<file path="src/rtl/fetch_unit.sv">
// Instruction fetch unit: a single-entry instruction buffer fed by a one-outstanding-request
// memory port, with branch/jump redirects that drop any response still in flight.
module fetch_unit #(
  parameter logic [31:0] RESET_VECTOR = 32'h0000_0000
) (
  input  logic        clk,
  input  logic        rst,
  input  logic        branch,
  input  logic        jump,
  input  logic [31:0] target,
  input  logic        stall,
  output logic        mem_req,
  output logic [31:0] mem_addr,
  input  logic        mem_ack,
  input  logic [31:0] mem_data,
  output logic        inst_valid,
  output logic [31:0] inst,
  output logic [31:0] inst_pc,
  output logic        flush,
  output logic        misaligned
);

  typedef enum logic [1:0] {FETCH, WAIT, DISCARD} state_t;

  state_t      state_q, state_d;
  logic [31:0] pc_q, pc_d;
  logic [31:0] inst_q, inst_d;
  logic [31:0] inst_pc_q, inst_pc_d;
  logic        valid_q, valid_d;
  logic        mis_q, mis_d;
  logic        redirect;
  logic        req;

  assign redirect = branch | jump;

  always_ff @(posedge clk or negedge rst) begin
    if (!rst) begin
      state_q   <= FETCH;
      pc_q      <= RESET_VECTOR;
      inst_q    <= 32'h0;
      inst_pc_q <= 32'h0;
      valid_q   <= 1'b0;
      mis_q     <= 1'b0;
    end else begin
      state_q   <= state_d;
      pc_q      <= pc_d;
      inst_q    <= inst_d;
      inst_pc_q <= inst_pc_d;
      valid_q   <= valid_d;
      mis_q     <= mis_d;
    end
  end

  always_comb begin
    state_d   = state_q;
    pc_d      = pc_q;
    inst_d    = inst_q;
    inst_pc_d = inst_pc_q;
    valid_d   = valid_q;
    mis_d     = 1'b0;
    req       = 1'b0;

    // Consumption clears the buffer; a load later in this block overrides it.
    if (valid_q && !stall) valid_d = 1'b0;

    case (state_q)
      FETCH: begin
        if (!redirect && (!valid_q || !stall)) begin
          req     = 1'b1;
          state_d = WAIT;
        end
      end
      WAIT: begin
        if (mem_ack) begin
          state_d = FETCH;
          if (!redirect) begin
            inst_d    = mem_data;
            inst_pc_d = pc_q;
            valid_d   = 1'b1;
            pc_d      = pc_q + 32'd4;
          end
        end else if (redirect) begin
          state_d = DISCARD;
        end
      end
      DISCARD: begin
        if (mem_ack) state_d = FETCH;
      end
      default: state_d = FETCH;
    endcase

    if (redirect) begin
      pc_d    = {target[31:2], 2'b00};
      valid_d = 1'b0;
      mis_d   = (target[1:0] != 2'b00);
    end
  end

  // Request is masked while reset is held so nothing issues before release.
  assign mem_req    = req & rst;
  assign mem_addr   = pc_q;
  assign inst_valid = valid_q;
  assign inst       = inst_q;
  assign inst_pc    = inst_pc_q;
  assign flush      = redirect;
  assign misaligned = mis_q;

endmodule

</file>
<file path="config.mk">
export PLATFORM = sky130hd
export DESIGN_NAME = fetch_unit
export DESIGN_NICKNAME = d
export VERILOG_FILES = /design/src/rtl/fetch_unit.sv
export SDC_FILE = /design/constraint.sdc
export NUM_CORES = 1
export LEC_CHECK = 0
export BUFFER_PORTS_ARGS = -buffer_cell sky130_fd_sc_hd__buf_2
export CAP_MARGIN = 20
export CORE_MARGIN = 2
export CORE_UTILIZATION = 45
export CTS_BUF_LIST = sky130_fd_sc_hd__clkbuf_2 sky130_fd_sc_hd__clkbuf_4 sky130_fd_sc_hd__clkbuf_8
export DETAILED_ROUTE_END_ITERATION = 10
export PLACE_DENSITY = 0.81
export SETUP_SLACK_MARGIN = 0.5
export SLEW_MARGIN = 5
export SYNTH_ARGS = -nofsm -noshare
export SYNTH_HDL_FRONTEND = slang
export SYNTH_SLANG_ARGS = --single-unit
</file>
<file path="constraint.sdc">
create_clock -name clk -period 4.2 [get_ports clk]
set_clock_uncertainty 0.05 [all_clocks]
set_input_delay 0.21 -clock clk [delete_from_list [all_inputs] [get_ports clk]]
set_output_delay 0.21 -clock clk [all_outputs]
set_load 0.01 [all_outputs]
</file>
==> flow_metrics.py <==
metrics = {
    "floorplanning": {
        "die_y_um": 102,
        "die_x_um": 102,
        "start_util_pct": 46.5,
        "rows": 35,
        "io_pins": 170,
        "coreArea_um2": 9240,
        "die_area_um2": 10300,
    },
    "timing": {
        "relSlewSlack_pct": 34.1,
        "fin_crit_sh_pct": 59.6,
        "max_freq_mhz": 400,
        "fin_crit_ns": 2.50,
        "hold_viol": 0,
        "rsz0062_at_grt": "false",
        "worst_pin_slew_ns": 0.987,
        "setup_viol": 0,
        "drv_slew": 0,
        "tns_ns": 0,
    },
    "cts": {
        "clock_latency_ns": 0.35,
        "cts.sinks": 96,
        "cts.path.max_buffers": 2,
        "clockRootBuffer": "clkbuf_8",
        "numCtsBuffers": 9,
        "tritoncts": "yes",
        "cts_setup_buffers": 0,
        "clk_pin_slew_ns": 0.10,
        "htreeDepth": 3,
        "ctsResizeCount": 0,
    },
    "placed_design": {
        "place_inst": 640,
        "port_buffers": 165,
        "place_area_um2": 5210,
        "place_congestion": 0.773,
        "post-dp-hpwl_um": 7560,
    },
    "setup_path": {
        "crit_fanout": 13,
        "critPathCaptureType": "flip-flop",
        "worst-endpoint-required_ns": 4.42,
        "crit_arrival_ns": 2.72,
        "start_kind": "flip-flop",
        "path_class": "flip-flop to flip-flop",
    },
    "final_layout": {
        "stdcell_area_um2": 5440,
        "instances_no_fill": 661,
        "regArea_um2": 2400,
        "diodes": 0,
        "multi_input_area_um2": 1770,
        "final_nets": 598,
        "fillers": 794,
        "drive_gt1_share_pct": 48.3,
        "syn2layout_area_growth_pct": 26.7,
    },
    "routing": {
        "wl_um": 10500,
        "dr.first_iter.drc_count": 158,
        "firstDrtPassIters": 4,
        "remaining_drc_errors": 0,
        "route.vias.total": 3496,
        "wl_per_cell_um": 15.8,
        "final_antenna_net_count": 0,
        "vias_per_cell": 5.29,
    },
    "pwr": {
        "leakage_nw": 2.57,
        "power.density_nw_per_um2": 443,
        "peakVddDrop_mv": 0.244,
    },
    "grt": {
        "antenna_found_initial": 0,
        "grt_pass1_vias": 3345,
        "grtUsageTotal_pct": 20.2,
        "gr-total-overflow": 0,
        "grt_pass1_wl_um": 16400,
        "grt_max_degree": 66,
    },
    "synth": {
        "yosysMostFrequentCell": "dfrtp_1",
        "ys_seq_area_share_pct": 55.9,
        "synth-xor-area-share_pct": 2.24,
        "synth_edf_count": 0,
        "yosys-top-cells-area": "dfrtp_1 56%, mux2_2 16%, or4_1 2.6%",
        "synth.cells.most_frequent": "96 x dfrtp_1, 62 x mux2_2, 28 x nand2_1",
        "async_reset_ff_share_pct": 100,
        "ys_warn_count": 0,
        "ys_ff_latch": 96,
        "synthAdderAreaFrac_pct": 0.291,
        "synth_ff_type": "dfrtp_1",
        "yosys.area_share.simple_pct": 14.4,
        "synth_top_family_by_area": "multiplexers",
        "synth_area_um2": 4290,
        "yosysTopAreaCell": "dfrtp_1",
        "syn_inst": 364,
        "synth.area.mux_share_pct": 16.5,
        "synth_compound_area_share_pct": 7.20,
        "synth.top_cell.area_share_pct": 55.9,
        "syn_area_per_cell_um2": 11.8,
        "synth_cell_type_count": 40,
    },
    "flow_run": {
        "maxCapViolations": 0,
    },
    "run_status": {
        "outcome": "completed",
    },
    "min_path": {
        "hp-class": "input pin to flip-flop",
    },
}
[critical path: stages, from the launching register on]
cell      delay, ns
dfrtp_1        0.44
nand3b_1       0.50
or3_1          0.70
or4_1          0.53
a31oi_1        0.18
[placed cells by master, fill, tap and decap left out, types with 2 or more instances in the layout]
cell type	count
and3_1	2
clkinv_4	2
nor2_1	21
nand3b_1	3
nand4_1	10
or3_1	7
conb_1	4
o31a_1	2
a21oi_1	2
nand2b_1	2
clkbuf_8	10
xnor2_1	9
buf_4	5
dfrtp_1	96
inv_1	4
or2_2	2
nand2_1	28
dlygate4sd3_1	5
nand3_1	9
a31oi_1	14
buf_2	164
nor3_1	4
mux2_2	62
clkinvlp_4	2
o21ai_0	17
nor4_1	3
o31ai_1	10
xor2_1	2
or4_1	15
[metal layers]
layer  GRT usage (%)  part of all wire, %
met1            27.1                   42
met2            33.0                   50
met3            4.49                  7.0
met4            6.13                 0.92
met5               0                    0
[layout make-up]
cell class                      count  area share, %
Multi-Input combinational cell    242           32.5
Inverter                            4          0.276
Timing Repair Buffer              174           16.7
Clock inverter                      5          0.759
Clock buffer                       11           2.67
Sequential cell                    96           44.1
Tap cell                          129           2.97
[through the flow]
stage	util [%]	hold WS [ns]	worst slack, ns	power, mW
after floorplan	-	-0.136	2.07	1.56
after global placement	56.3	0.118	1.49	1.83
after detailed placement	56.3	0.125	1.41	1.87
after CTS	58.9	0.000202	1.72	2.44
after global routing	58.9	0.00256	1.56	2.55
final	58.9	0.0148	1.70	2.41
[registers in the layout, summed over array words and instances (netlist names)]
register,cells
inst,32
inst_pc,30
inst_valid,1
mem_addr,30
misaligned,1
state_q,2
[final timing paths]
path | endpoint | slack, ns | from | depth (start not counted)
worst max-delay path | mem_addr[21] | 1.70 | state_q[1] | 4
worst min-delay path | mem_addr[8] | 0.01 | target[8] | 3
worst max register to register | mem_addr[21] | 1.70 | state_q[1] | 4
worst min register to register | inst[0] | 0.46 | inst[0] | 1
max in group asynchronous | mem_addr[26] | 2.61 | rst | 3
min in group asynchronous | state_q[1] | 0.30 | rst | 2
[power by group]
part / internal, mW / leakage, nW / switching (mW) / total, mW
registers: 1.11 / 1.18 / 0.131 / 1.25
logic: 0.307 / 1.30 / 0.290 / 0.597
clock network: 0.243 / 0.0896 / 0.326 / 0.568
total: 1.67 / 2.57 / 0.746 / 2.41
[repair_timing]
action / CTS / global route
endpoints found under the hold margin: 35 / 0
endpoints found under the setup margin: 0 / 0
hold buffers: 5 / 0
[logic make-up (layout without fill, tap and decap cells)]
logic type | after synthesis | after routing
flops | 96 | 96
xor+xnor | 11 | 11
mux | 63 | 63
simple gates | 114 | 114
fa+ha+maj | 1 | 1
compound gates | 49 | 49
buf+inv | 29 | 194
other cells | 1 | 4
No activity file was read; power rests on OpenSTA's default activity.
